$ cat src/rtl/is_array_ctrl.sv
// Sequencer for an input-stationary ROWS x COLS systolic array: clear, activation load, skewed weight stream, scan drain.
// Optional performance counters (stall_cnt, tile_cycles) are built when IS_ARRAY_CTRL_PERF_EN is defined.
module is_array_ctrl #(
    parameter int ROWS  = 4,
    parameter int COLS  = 4,
    parameter int STAGE = 0,
    parameter int KW    = 16
) (
    input  logic            clk,
    input  logic            rst_n,
    input  logic            start,
    input  logic            abort,
    input  logic [KW-1:0]   cfg_k,
    input  logic            wei_valid,
    output logic            wei_rd_en,
    output logic            reg_clear,
    output logic            cell_sc_en,
    output logic [ROWS-1:0] cell_en,
    output logic            pipeline_en,
    output logic            cscan_en,
    output logic            out_valid,
    output logic            busy,
    output logic            done
`ifdef IS_ARRAY_CTRL_PERF_EN
    ,
    output logic [31:0]     stall_cnt,
    output logic [31:0]     tile_cycles
`endif
);

    // One counter is shared by LOAD, COMPUTE (slot index) and DRAIN; sized to hold k_reg+ROWS as well as the fixed phase lengths.
    localparam int CW = KW + $clog2(ROWS + 2*COLS + STAGE + 4) + 1;

    typedef enum logic [2:0] {
        S_IDLE,
        S_CLEAR,
        S_LOAD,
        S_COMPUTE,
        S_DRAIN,
        S_DONE
    } state_t;

    state_t         state, state_next;
    logic [KW-1:0]  k_reg, k_next;
    logic [CW-1:0]  cnt, cnt_next;
    logic [CW-1:0]  cnt_inc;
    logic [CW-1:0]  k_ext;
    logic [CW-1:0]  last_slot;
    logic           need_wei;
    logic           advance;

    assign k_ext     = CW'(k_reg);
    assign last_slot = k_ext + CW'(ROWS) - CW'(2);
    assign need_wei  = (cnt < k_ext);
    assign cnt_inc   = (cnt == '1) ? cnt : cnt + CW'(1);

    always_ff @(posedge clk or negedge rst_n) begin
        if (!rst_n) begin
            state <= S_IDLE;
            k_reg <= '0;
            cnt   <= '0;
        end else begin
            state <= state_next;
            k_reg <= k_next;
            cnt   <= cnt_next;
        end
    end

    always_comb begin
        state_next  = state;
        k_next      = k_reg;
        cnt_next    = cnt;
        advance     = 1'b0;
        wei_rd_en   = 1'b0;
        reg_clear   = 1'b0;
        cell_sc_en  = 1'b0;
        cell_en     = '0;
        pipeline_en = 1'b0;
        cscan_en    = 1'b0;
        out_valid   = 1'b0;
        busy        = 1'b0;
        done        = 1'b0;

        case (state)
            S_IDLE: begin
                if (start) begin
                    k_next     = cfg_k;
                    cnt_next   = '0;
                    state_next = S_CLEAR;
                end
            end
            S_CLEAR: begin
                busy       = 1'b1;
                reg_clear  = 1'b1;
                cnt_next   = '0;
                state_next = (k_reg == '0) ? S_DONE : S_LOAD;
            end
            S_LOAD: begin
                busy       = 1'b1;
                cell_sc_en = 1'b1;
                if (cnt == CW'(2*COLS - 1)) begin
                    cnt_next   = '0;
                    state_next = S_COMPUTE;
                end else begin
                    cnt_next = cnt_inc;
                end
            end
            S_COMPUTE: begin
                busy = 1'b1;
                // Row r sees weights k_reg slots long, starting r slots late.
                for (int r = 0; r < ROWS; r++) begin
                    cell_en[r] = (cnt >= CW'(r)) && (cnt <= CW'(r) + k_ext - CW'(1));
                end
                if (need_wei) begin
                    if (wei_valid) begin
                        wei_rd_en   = 1'b1;
                        pipeline_en = 1'b1;
                        advance     = 1'b1;
                    end
                end else begin
                    pipeline_en = 1'b1;
                    advance     = 1'b1;
                end
                if (advance) begin
                    if (cnt == last_slot) begin
                        cnt_next   = '0;
                        state_next = S_DRAIN;
                    end else begin
                        cnt_next = cnt_inc;
                    end
                end
            end
            S_DRAIN: begin
                busy = 1'b1;
                if (cnt > CW'(STAGE)) begin
                    cscan_en  = 1'b1;
                    out_valid = 1'b1;
                end
                if (cnt == CW'(STAGE + COLS)) begin
                    cnt_next   = '0;
                    state_next = S_DONE;
                end else begin
                    cnt_next = cnt_inc;
                end
            end
            S_DONE: begin
                busy       = 1'b1;
                done       = 1'b1;
                state_next = S_IDLE;
            end
            default: begin
                state_next = S_IDLE;
            end
        endcase

        // Zeroing k_reg makes the following CLEAR fall straight through to DONE.
        if (abort && (state != S_IDLE)) begin
            state_next  = S_CLEAR;
            cnt_next    = '0;
            k_next      = '0;
            wei_rd_en   = 1'b0;
            pipeline_en = 1'b0;
        end
    end

`ifdef IS_ARRAY_CTRL_PERF_EN
    // Counters restart whenever CLEAR is entered and freeze once the FSM is back in IDLE.
    always_ff @(posedge clk or negedge rst_n) begin
        if (!rst_n) begin
            stall_cnt   <= '0;
            tile_cycles <= '0;
        end else if (state_next == S_CLEAR) begin
            stall_cnt   <= '0;
            tile_cycles <= '0;
        end else begin
            if ((state != S_IDLE) && (tile_cycles != '1)) begin
                tile_cycles <= tile_cycles + 32'd1;
            end
            if ((state == S_COMPUTE) && need_wei && !wei_valid && (stall_cnt != '1)) begin
                stall_cnt <= stall_cnt + 32'd1;
            end
        end
    end
`endif

endmodule

$ cat config.mk
export PLATFORM = sky130hd
export DESIGN_NAME = is_array_ctrl
export DESIGN_NICKNAME = d
export VERILOG_FILES = /design/src/rtl/is_array_ctrl.sv
export SDC_FILE = /design/constraint.sdc
export NUM_CORES = 1
export LEC_CHECK = 0
export ABC_AREA = 1
export BUFFER_PORTS_ARGS = -buffer_cell sky130_fd_sc_hd__buf_2
export CAP_MARGIN = 20
export CORE_MARGIN = 4
export CORE_UTILIZATION = 60
export DETAILED_ROUTE_END_ITERATION = 6
export HOLD_SLACK_MARGIN = 0.12
export PLACE_DENSITY = 0.76
export SLEW_MARGIN = 30
export SYNTH_ARGS = -nofsm -noshare
export SYNTH_HDL_FRONTEND = slang
export SYNTH_SLANG_ARGS = --single-unit
$ cat constraint.sdc
create_clock -name clk -period 4.2 [get_ports clk]
set_input_delay 0.84 -clock clk [delete_from_list [all_inputs] [get_ports clk]]
set_output_delay 0.84 -clock clk [all_outputs]
set_load 0.02 [all_outputs]
==> results.cfg <==
[clocking]
tritoncts = built
clock_latency_ps = 300
cts_hold_buffers = 0
numClockSinks = 40
root_buffer = clkbuf_8
clockBufferDepth = 2
cts_buffers = 5
clk_pin_slew_worst_paths_ps = 90
cts.htree.levels = 2

[floorplan]
core_area_mm2 = 0.00920
die-height_um = 105
num_io_pins = 33
rows = 35
fp.dieArea_mm2 = 0.0111
die_w_um = 105
initial_core_util = 0.616

[yosys]
synthArstFlopShare = 1.00
synth_cell_types = 44
ys_warn_count = 0
yosys.area.top_type = dfrtp_1
synth_top_area_share = 0.177
synth_cells = 876
synthMostInstantiatedCell = nand2_1
synth_seq_area_share = 0.177
synth_seq_cells = 40
synthesis.nets = 974
synth_edf_count = 0
syn_area_mm2 = 0.00567
yosys-top-cells-area = dfrtp_1 18%, ha_1 17%, nand2_1 15%
syn_area_per_cell_um2 = 6.47
synth_commonest_cells = 226 x nand2_1, 110 x nand3_1, 87 x nor2_1
synthFlopType = dfrtp_1

[place]
numPortBuffers = 32
place_area_mm2 = 0.00586
place_hpwl_um = 13500
gp_congestion = 0.996

[worst_setup_path]
worstSetupPathType = register to primary output
critPathTopFamily = simple AND/OR/NAND/NOR gates
crit_chain = inv_2 -> ha_2 -> nand3_2 -> nor2_2 -> nand2_2 -> nor3_4 -> nand4_1 -> buf_4 -> ha_1 -> nand4_1 -> nor3_1 -> nand3_1 -> nand3_1 -> a21oi_2 -> buf_6
reg2reg_slack_ps = 890
r2r_start = k_reg[2]
rr_worst_depth = 19
slowest_delay_ps = 430
worstSetupEndpointType = primary output
arrival_ps = 3190
crit_buf_inv = 3
crit_path_max_fanout = 5
cp-start-kind = register
timing.rr.end = state[0]
cp.required_ps = 3360
slowest_stage = dfrtp_1

[power_and_ir_drop]
leakagePower_nw = 3.04
vdd_ir_drop_max_uv = 531
p_per_area_mw_per_mm2 = 594

[sta]
max_freq_mhz = 248
post-route-period-util = 0.959
setup_tns_ps = 0
clock_skew_ps = 13.8
worst_slew_pin_slew_ps = 738
max-slew-margin-rel = 0.507
setup_viol = 0
fin_crit_ps = 4030
hold_viol = 0
slew_violations = 0
whs_ps = 528

[layout]
fin_util = 0.668
seq_area_mm2 = 0.00101
design_area_mm2 = 0.00614
syn_to_final_growth_pct = 8.46
multiInputGateArea_mm2 = 0.00428
fill_cells = 827
largest_reg_flops = 21
drive_gt1_frac = 0.132
fin_nets = 999
antennaDiodeCount = 0

[job]
drv_cap = 0

[routing]
drt-initial-drc-count = 508
dr.pass1.iters = 5
viasPerCell = 6.08
drc_errors = 0
drt-total-wl_um = 17800
ant_nets = 0
num_vias = 6158
wl_per_cell_um = 17.6

[hold_path]
min_path_type = input port to async pin

[status]
status = complete, no violations

[global_route]
grt_use_total = 0.326
grt_max_degree = 41
first_global_vias = 5794
antenna_found_initial = 0
grt-ovfl-total = 0
grt_pass1_wl_um = 29300
-- power breakdown --
group / total, W / switching, W / internal [W] / leakage [nW]
registers: 0.000660 / 0.000180 / 0.000480 / 0.537
clock network: 0.000384 / 0.000150 / 0.000234 / 0.0642
logic: 0.00260 / 0.00172 / 0.000881 / 2.43
total: 0.00365 / 0.00205 / 0.00160 / 3.04
-- per-layer routing --
layer / wire, µm / global-route usage / share of wire / vias up
met5: 0 / 0 / 0 / -
met4: 373 / 0.0881 / 0.021 / 0
met3: 1560 / 0.0476 / 0.088 / 40
met2: 7900 / 0.524 / 0.44 / 308
met1: 7950 / 0.457 / 0.45 / 2821
li1: - / - / - / 2989
-- worst reg2reg max path, delay by kind of cell (launching register included) --
family                   cells  cell delay (ps)
AO/OA/AOI/OAI                1              280
XOR/XNOR                     1              160
adder cells (fa/ha/maj)      1              330
buffers and inverters        3              310
flip-flops                   1              450
AND/OR/NAND/NOR             13             1700
-- timing repair --
action,in CTS,in global routing
setup buffers,1,4
endpoints found under the hold margin,0,0
setup endpoints to repair,1,3
resized for setup,1,29
pin swaps,1,5
-- worst max path at each step --
stage               startpoint    endpoint  depth (start not counted)
floorplan             k_reg[0]  cell_en[0]                         17
global placement      k_reg[3]  cell_en[3]                         17
detailed placement    k_reg[1]  cell_en[0]                         16
CTS                   k_reg[0]  cell_en[2]                         14
global route          k_reg[2]  cell_en[3]                         17
finish                k_reg[1]  cell_en[0]                         15
-- cells by family (layout without fill, tap and decap cells) --
family,after synthesis,count (layout),synth area share
flops,40,40,0.177
buf+inv,110,135,0.0855
simple gates,504,504,0.401
xor+xnor,39,39,0.0603
fa+ha+maj,77,77,0.170
compound gates,106,106,0.107
-- layout by cell type, fill, tap and decap left out, types with 4 or more instances in the layout --
cell | Yosys | final
nor2_2 | 5 | 8
ha_1 | 77 | 74
inv_2 | 9 | 12
o21ai_0 | 44 | 44
dfrtp_1 | 40 | 36
buf_2 | 6 | 29
xor2_1 | 34 | 34
nand2_1 | 226 | 225
nor4_1 | 6 | 5
nand4_1 | 24 | 24
xnor2_1 | 5 | 5
dfrtp_2 | 0 | 4
a21oi_1 | 35 | 33
nor3_1 | 18 | 14
nand3_1 | 110 | 108
nand2_2 | 13 | 14
inv_1 | 71 | 68
nor2_1 | 87 | 83
nor2_4 | 4 | 5
buf_4 | 9 | 14
nor3_4 | 1 | 4
nor3_2 | 3 | 4
o21ai_2 | 4 | 4
clkbuf_8 | 0 | 5
-- layout make-up --
cell class / count / area share
clock buffer: 5 / 0.0112
clock inverter: 2 / 0.00977
inverter: 83 / 0.0507
multi-input combinational: 726 / 0.696
sequential: 40 / 0.164
tap: 111 / 0.0226
timing repair buffer: 45 / 0.0458
-- per-stage QoR --
stage	setup WS [ps]	std cells	power [W]
6_report	170	1012	0.00365
5_1_grt	-49.5	1012	0.00400
4_1_cts	4.87	1008	0.00345
3_5_place_dp	293	1000	0.00305
3_3_place_gp	386	1000	0.00299
2_1_floorplan	359	876	0.00240
(Power assumes the default switching activity.)
